**config.mk**
```make
export PLATFORM = sky130hd
export DESIGN_NAME = crc_frame_serializer
export DESIGN_NICKNAME = d
export VERILOG_FILES = /design/src/rtl/crc_frame_serializer.sv
export SDC_FILE = /design/constraint.sdc
export NUM_CORES = 1
export LEC_CHECK = 0
export CORE_MARGIN = 4
export CORE_UTILIZATION = 58
export DETAILED_ROUTE_END_ITERATION = 6
export GPL_TIMING_DRIVEN = 0
export PLACE_DENSITY = 0.83
export SYNTH_ARGS = -nofsm -noshare
export SYNTH_HDL_FRONTEND = slang
export SYNTH_SLANG_ARGS = --single-unit
```
**constraint.sdc**
```tcl
create_clock -name CLK -period 4.2 [get_ports CLK]
set_input_delay 1.05 -clock CLK [delete_from_list [all_inputs] [get_ports CLK]]
set_output_delay 1.05 -clock CLK [all_outputs]
set_load 0.1 [all_outputs]
```
**src/rtl/crc_frame_serializer.sv**
```systemverilog
// crc_frame_serializer: feeds frame words bit-serially to a serial CRC-8
// generator, then collects the CRC bits it returns and presents them as a
// parallel byte together with the frame length.
// Optional build macro CRC_SER_MSB_FIRST_EN: serialize each word MSB-first
// (the default build serializes LSB-first). CRC capture order is the same
// in both builds.
module crc_frame_serializer #(
  parameter  int DATA_WIDTH    = 8,
  parameter  int CRC_WIDTH     = 8,
  parameter  int MAX_BYTES     = 16,
  parameter  int DRAIN_TIMEOUT = 16,
  localparam int LEN_W         = $clog2(MAX_BYTES + 1)
) (
  input  logic                  CLK,
  input  logic                  RST,
  input  logic [DATA_WIDTH-1:0] IN_DATA,
  input  logic                  IN_VALID,
  input  logic                  IN_LAST,
  output logic                  IN_READY,
  output logic                  ACTIVE,
  output logic                  DATA,
  output logic                  CRC_RST_N,
  input  logic                  CRC_IN,
  input  logic                  CRC_VALID,
  output logic [CRC_WIDTH-1:0]  CRC_OUT,
  output logic                  CRC_OUT_VALID,
  output logic [LEN_W-1:0]      FRAME_LEN,
  output logic                  ERR,
  output logic                  BUSY
);

  localparam int BW  = $clog2(DATA_WIDTH);
  localparam int CCW = $clog2(CRC_WIDTH + 1);
  localparam int DCW = $clog2(DRAIN_TIMEOUT + 1);

  typedef enum logic [2:0] {S_IDLE, S_CLEAR, S_SHIFT, S_DRAIN, S_DONE} state_t;

  state_t                state_q, state_d;
  logic [DATA_WIDTH-1:0] sr_q, sr_d;
  logic                  last_q, last_d;
  logic [BW-1:0]         bit_cnt_q, bit_cnt_d;
  logic [LEN_W-1:0]      byte_cnt_q, byte_cnt_d;
  logic [CRC_WIDTH-1:0]  crc_sr_q, crc_sr_d;
  logic [CCW-1:0]        crc_cnt_q, crc_cnt_d;
  logic [DCW-1:0]        drain_cnt_q, drain_cnt_d;

  // next values of the registered outputs
  logic                  rdy_d, data_d, err_d;
  logic [CRC_WIDTH-1:0]  crc_out_d;
  logic [LEN_W-1:0]      len_d;
  logic                  hs, word_end, frame_full;

  assign hs         = IN_VALID & IN_READY;
  assign word_end   = (bit_cnt_q == BW'(DATA_WIDTH - 1));
  assign frame_full = (byte_cnt_q == LEN_W'(MAX_BYTES));

  // state and datapath registers; every output is a flop loaded from its next value
  always_ff @(posedge CLK) begin
    if (RST) begin
      state_q       <= S_IDLE;
      sr_q          <= '0;
      last_q        <= 1'b0;
      bit_cnt_q     <= '0;
      byte_cnt_q    <= '0;
      crc_sr_q      <= '0;
      crc_cnt_q     <= '0;
      drain_cnt_q   <= '0;
      IN_READY      <= 1'b1;
      ACTIVE        <= 1'b0;
      DATA          <= 1'b0;
      CRC_RST_N     <= 1'b1;
      CRC_OUT       <= '0;
      CRC_OUT_VALID <= 1'b0;
      FRAME_LEN     <= '0;
      ERR           <= 1'b0;
      BUSY          <= 1'b0;
    end else begin
      state_q       <= state_d;
      sr_q          <= sr_d;
      last_q        <= last_d;
      bit_cnt_q     <= bit_cnt_d;
      byte_cnt_q    <= byte_cnt_d;
      crc_sr_q      <= crc_sr_d;
      crc_cnt_q     <= crc_cnt_d;
      drain_cnt_q   <= drain_cnt_d;
      IN_READY      <= rdy_d;
      ACTIVE        <= (state_d == S_SHIFT);
      DATA          <= data_d;
      CRC_RST_N     <= (state_d != S_CLEAR);
      CRC_OUT       <= crc_out_d;
      CRC_OUT_VALID <= (state_d == S_DONE);
      FRAME_LEN     <= len_d;
      ERR           <= err_d;
      BUSY          <= (state_d != S_IDLE);
    end
  end

  // next-state, datapath and output-next-value logic
  always_comb begin
    state_d     = state_q;
    sr_d        = sr_q;
    last_d      = last_q;
    bit_cnt_d   = bit_cnt_q;
    byte_cnt_d  = byte_cnt_q;
    crc_sr_d    = crc_sr_q;
    crc_cnt_d   = crc_cnt_q;
    drain_cnt_d = drain_cnt_q;
    err_d       = ERR;
    crc_out_d   = CRC_OUT;
    len_d       = FRAME_LEN;
    case (state_q)
      S_IDLE: if (hs) begin
        sr_d       = IN_DATA;
        last_d     = IN_LAST;
        bit_cnt_d  = '0;
        byte_cnt_d = LEN_W'(1);
        err_d      = 1'b0;
        state_d    = S_CLEAR;
      end
      S_CLEAR: begin
        crc_sr_d  = '0;
        crc_cnt_d = '0;
        state_d   = S_SHIFT;
      end
      S_SHIFT: begin
        if (!word_end) begin
`ifdef CRC_SER_MSB_FIRST_EN
          sr_d = sr_q << 1;
`else
          sr_d = sr_q >> 1;
`endif
          bit_cnt_d = bit_cnt_q + BW'(1);
        end else if (last_q || frame_full) begin
          // a full frame without a last flag is closed as an overflow
          err_d       = err_d | ~last_q;
          drain_cnt_d = '0;
          state_d     = S_DRAIN;
        end else if (hs) begin
          // back-to-back word: reload with no gap so ACTIVE stays high
          sr_d       = IN_DATA;
          last_d     = IN_LAST;
          bit_cnt_d  = '0;
          byte_cnt_d = byte_cnt_q + LEN_W'(1);
        end else begin
          // underrun: the CRC covers only the words already sent
          err_d       = 1'b1;
          drain_cnt_d = '0;
          state_d     = S_DRAIN;
        end
      end
      S_DRAIN: begin
        drain_cnt_d = drain_cnt_q + DCW'(1);
        if (CRC_VALID) begin
          crc_sr_d  = {CRC_IN, crc_sr_q[CRC_WIDTH-1:1]};
          crc_cnt_d = crc_cnt_q + CCW'(1);
        end
        if (CRC_VALID && crc_cnt_q == CCW'(CRC_WIDTH - 1)) begin
          state_d = S_DONE;
        end else if (drain_cnt_q == DCW'(DRAIN_TIMEOUT - 1)) begin
          err_d   = 1'b1;
          state_d = S_DONE;
        end
      end
      S_DONE:  state_d = S_IDLE;
      default: state_d = S_IDLE;
    endcase

    if (state_d == S_DONE) begin
      crc_out_d = crc_sr_d;
      len_d     = byte_cnt_d;
    end

    // ready opens in IDLE, or for the one cycle that carries the last bit of a
    // word that is neither flagged last nor the final word a frame can hold
    rdy_d = (state_d == S_IDLE) ||
            (state_q == S_SHIFT && bit_cnt_q == BW'(DATA_WIDTH - 2) &&
             !last_q && !frame_full);

`ifdef CRC_SER_MSB_FIRST_EN
    data_d = (state_d == S_SHIFT) ? sr_d[DATA_WIDTH-1] : 1'b0;
`else
    data_d = (state_d == S_SHIFT) ? sr_d[0] : 1'b0;
`endif
  end

endmodule
```
== Yosys cells after proc, flatten, opt, wreduce, memory -nomap -nowiden ==
Cells that the tools add are included.

* Register bits after elaboration: 57
* Latch bits: 0
* RAM bits: 0
* ROM bits: 0
* Word-level logic and storage cells: 105
* Memories kept: 0

* $add $sub $neg: 4
* Multipliers: 0
* Div/mod/pow operators: 0
* Magnitude comparators: 0
* Equality and inequality tests: 19
* Shifts and indexed selects: 0
* Multiplexer cells: 39
* Bitwise operators: 4
* Reduce and logical (&&, ||, !) cells: 21

{| class="wikitable"
|+ Operators by type and width
! cell !! count
|-
| $mux 5 || 7
|-
| $mux 8 || 4
|-
| $pmux 8 s2 || 2
|-
| $mux 3 || 9
|-
| $pmux 5 s2 || 2
|-
| $ne 2x2->1 const B || 6
|-
| $pmux 3 s4 || 1
|-
| $add 5x1->5 const B || 2
|-
| $eq 3x2->1 const B || 3
|-
| $eq 3x3->1 const B || 3
|-
| $mux 1 || 9
|-
| $pmux 4 s2 || 1
|-
| $logic_not 3->1 || 2
|-
| $ne 3x3->1 const B || 2
|-
| $pmux 3 s2 || 1
|-
| $reduce_and 3->1 || 2
|-
| $reduce_and 6->1 || 1
|-
| $reduce_bool 2->1 || 3
|-
| $reduce_bool 3->1 || 2
|-
| $eq 5x4->1 const B || 1
|-
| $eq 5x5->1 const B || 1
|-
| $add 4x1->4 const B || 1
|-
| $eq 4x3->1 const B || 1
|-
| $logic_and 1x1->1 || 4
|-
| 13 further kinds || 17
|}

== Logic depth before layout (Yosys ltp) ==
* Depth in word-level cells: 8
* Mapped depth: 8
* Gate-level depth less buffers: 7

== Worst setup path after synthesis ==
No wires, ideal clock.

* Path kind: register to register
* Start: reg IN_READY
* End: reg byte_cnt_q[4]
* Library setup time: 0.070 ns
* Arrival: 2.288 ns
* Required time: 4.130 ns
* Slack: 1.841 ns
* Stages on the path, launching flop included: 6
* Cells stage by stage: dfxtp_1 nor4bb_1 clkbuf_1 nand2_1 or4_1 a21oi_1

* Longest elaborated chain between the ends: 5
* Elaborated cells between the ends (all ways): 6
* Classes of those cells: mux (5); bitwise (1)

{| class="wikitable"
|+ Ends and longest elaborated chain
! element !! RTL line !! source
|-
| start: declaration || 19 || <nowiki>output logic IN_READY,</nowiki>
|-
| start signal: assignment || 86 || <nowiki>IN_READY <= rdy_d;</nowiki>
|-
| $and 1x1->1 * || 53 || <nowiki>assign hs = IN_VALID & IN_READY;</nowiki>
|-
| $mux 5 || 138 || <nowiki>end else if (hs) begin</nowiki>
|-
| $mux 5 || 133 || <nowiki>end else if (last_q || frame_full) begin</nowiki>
|-
| $mux 5 || 126 || <nowiki>if (!word_end) begin</nowiki>
|-
| $pmux 5 s2 * || 111 || <nowiki>case (state_q)</nowiki>
|-
| end signal: assignment || 82 || <nowiki>byte_cnt_q <= byte_cnt_d;</nowiki>
|-
| end: declaration || 42 || <nowiki>logic [LEN_W-1:0] byte_cnt_q, byte_cnt_d;</nowiki>
|}

Mark *: on every way between the ends. The rest lies on a longest branch, timed or not.
A chain may end at the register's enable or synchronous reset.

== Final worst setup path ==
* Start: reg IN_READY
* End: out IN_READY

No word-level cell between the ends.

==> summary.txt <==
Finish
  – Antenna Cells: 0
  – Commonest cells after routing, fill and taps aside: dfxtp_1 (57), clkdlybuf4s50_1 (32), nor2_1 (30)
  – Commonest non-fill, non-tap cell in the layout: dfxtp_1
  – Share of layout cells above drive strength 1: under 10%
  – Post-route cell area: slightly above 0.003 mm²
  – Nets: 350
  – Syn-to-layout area delta: 20.6%
  – Number of fill cells: 317

Clocking
  – CTS Hold Bufs: 0
  – CTS tree: yes
  – CTS Buf Count: 9
  – Clk buf depth: 2
  – Clock root cell: clkbuf_8
  – # Post-CTS Setup Buffers: 0
  – Clock transition at the registers of the reported paths: roughly 60 ps
  – # resized after CTS: 0
  – H-tree levels: 3
  – TritonCTS Sinks: 57
  – Clock Latency Late Sink: 340 ps

Run
  – Max Cap Viol: 0

Setup path
  – Slowest CP cell: clkdlybuf4s50_1
  – Buf/Inv on CP: 1
  – CP top delay family: buffers and inverters
  – Highest cell delay on the worst timing path: 1160 ps
  – Critical path type: flop to output pin
  – Critical Path End Type: output pin
  – CP startpoint kind: flop
  – CP cell instances: clkdlybuf4s50_1
  – Crit path required time: around 3200 ps
  – Worst-path fanout max: 5
  – CP arrival: around 1900 ps

GRT
  – Tot GR Track Use: 23.9%
  – Largest net degree at the start of global routing: 11
  – Global route overflow: 0
  – Vias in the first global route: between 2000 and 2500
  – First-pass GRT wire length: 10100 µm
  – Initial antenna violation count: 0

Timing
  – Final setup fails: 0
  – Fin crit share: between 70% and 80%
  – Slew margin rel.: 13.9%
  – Skew final: 5.88 ps
  – WHS: just under 500 ps
  – RSZ-0062 raised after global routing: false
  – Min Tclk post-route: 2950 ps
  – Slew Viols, Final: 0
  – Fmax achieved: between 0.3 and 0.4 GHz
  – Setup TNS: 0 ps
  – Worst Tran Pin Value: between 1000 and 1500 ps
  – Hold Vio Cnt, Final: 0

Floorplanning
  – Die area: roughly 0.0055 mm²
  – Total I/O pin count: 34
  – Initial Utilization: ~62%
  – Die W: about 74 µm
  – Core outline area: just over 0.004 mm²
  – Die Span Y: roughly 74 µm
  – # rows: 23

Yosys
  – Synth Cell Area: between 0.002 and 0.003 mm²
  – Top cells by area, synth: dfxtp_1 (45%), a21oi_1 (4.7%), ha_1 (4.4%), nor2_1 (4.4%), o21ai_0 (3.3%)
  – Cell variety after synth: 50
  – Synth Flop Type: dfxtp_1
  – Mapped Cells: between 200 and 300
  – Share of the synthesized area in the top cell type: between 40 and 50%
  – Avg Cell Area, Syn: 8.99 µm²
  – Main combinational cell family by area after synthesis: compound AO/OA/AOI/OAI gates
  – Post-Syn Nets: 307
  – Compound-cell area share of the yosys netlist: 23.7%
  – Mux contribution to synthesized area: under 10%
  – Post-synthesis simple-gate area fraction: between 10% and 20%
  – Area share of fa/ha/maj cells after synthesis: approximately 4.4%
  – Synth Register Bits: 57
  – Leading area contributor after synthesis: dfxtp_1
  – Synth Area in XOR/XNOR: under 10%
  – Post-synth EDFFs: 0
  – Synth warn: 0
  – Post-synthesis sequential area ratio: between 40% and 50%
  – FFs w/ async S/R, synth: 0%

Pwr
  – Lkg Pwr: approximately 1.1 nW
  – Max IR drop VDD: 0.236 mV
  – PwrDens: ~370 mW/mm²
  – Total power: 1.15 mW

Routing
  – Wire per inst: between 15 and 20 µm
  – Via count: 2349
  – DR vias/cell: just over 6
  – Post-route antenna net violation count: 0
  – DRT iter0 DRCs: between 200 and 250
  – Drt pass-1 iters: 6
  – Residual DRC count: 0
  – Final wirelength: roughly 6100 µm

Placement
  – Dpl cell area: roughly 0.0029 mm²
  – Detailed Place HPWL: 4160 µm
  – GPL Wtd Cong: approximately 0.80
  – Port Buffers: 32

Run status
  – Status: finished, final reports clean

Min path
  – Hold Crit Class: flop to flop
## worst paths after layout
check	from	end	slack, ps	depth (start not counted)
max	IN_READY	IN_READY	1250	1
max reg2reg	bit_cnt_q[1]	byte_cnt_q[0]	1560	6
min reg2reg	bit_cnt_q[0]	bit_cnt_q[0]	480	1
min	bit_cnt_q[0]	bit_cnt_q[0]	480	1
## layer usage
| metal | share of wire (%) | global-route usage, % | vias up | wire (µm) |
|---|---|---|---|---|
| li1 | - | - | 1134 | - |
| met1 | 46 | 33.2 | 1085 | 2820 |
| met2 | 45 | 36.1 | 102 | 2730 |
| met3 | 6.8 | 4.32 | 28 | 416 |
| met4 | 2.5 | 11.3 | 0 | 150 |
| met5 | 0 | 0 | - | 0 |
## final cells by class
cell class	instances	area, µm²	area share (%)
buffer	19	82.6	2.68
clock inverter	1	5.00	0.163
inverter	12	45.0	1.46
sequential	57	1140	37.1
timing repair buffer	32	320	10.4
clock buffer	13	139	4.51
tap	50	62.6	2.03
multi-input combinational	196	1280	41.7
## stage by stage
step,cells,util [%],setup WS [ps]
6_report,380,74.8,1250
5_1_grt,380,74.8,1240
4_1_cts,380,74.8,1270
3_5_place_dp,366,71.3,1170
3_3_place_gp,366,71.3,1200
2_1_floorplan,284,-,1840
## registers in the layout, indices dropped and copies added, names as in the netlist
signal         count
drain_cnt_q        5
state_q            3
last_q             1
CRC_OUT_VALID      1
IN_READY           1
crc_sr_q           8
byte_cnt_q         5
DATA               1
BUSY               1
sr_q               8
ERR                1
bit_cnt_q          3
ACTIVE             1
CRC_RST_N          1
CRC_OUT            8
FRAME_LEN          5
crc_cnt_q          4
## kinds of logic (layout without fill, tap and decap cells)
logic type / Yosys count / after routing
AO/OA/AOI/OAI: 91 / 91
XOR/XNOR: 4 / 4
adder cells (fa/ha/maj): 9 / 9
buffers and inverters: 31 / 77
flip-flops: 57 / 57
multiplexers: 7 / 7
AND/OR/NAND/NOR: 85 / 85
## synthesized netlist by cell type, types with 2 or more instances
master     n
nor3b_1    3
nor3_1     2
buf_2      3
a21oi_1   24
nand3b_1   3
a221oi_1   2
nand2b_1   4
o21ai_0   17
clkbuf_1  14
nand2_1    8
a21o_1     3
mux2_2     6
nand3_1   10
a32oi_1    4
nand4_1    5
nor2b_1    2
xnor2_1    2
o211ai_1   3
ha_1       9
a22oi_1   11
a211oi_1  11
nor4_1     3
nor2_1    30
and2_1     4
a31oi_1    3
nor4bb_1   2
xor2_1     2
a31o_2     3
inv_1     12
dfxtp_1   57
a22o_1     2
or2_2      2
## where the power goes
part           total, mW  leakage (nW)  switching [mW]  internal [mW]
Clock              0.405        0.0733           0.198          0.207
Sequential         0.572         0.462          0.0128          0.559
Combinational      0.173         0.592           0.112         0.0607
Total               1.15          1.13           0.323          0.826
Note: power is estimated with default switching activity, not from simulation.
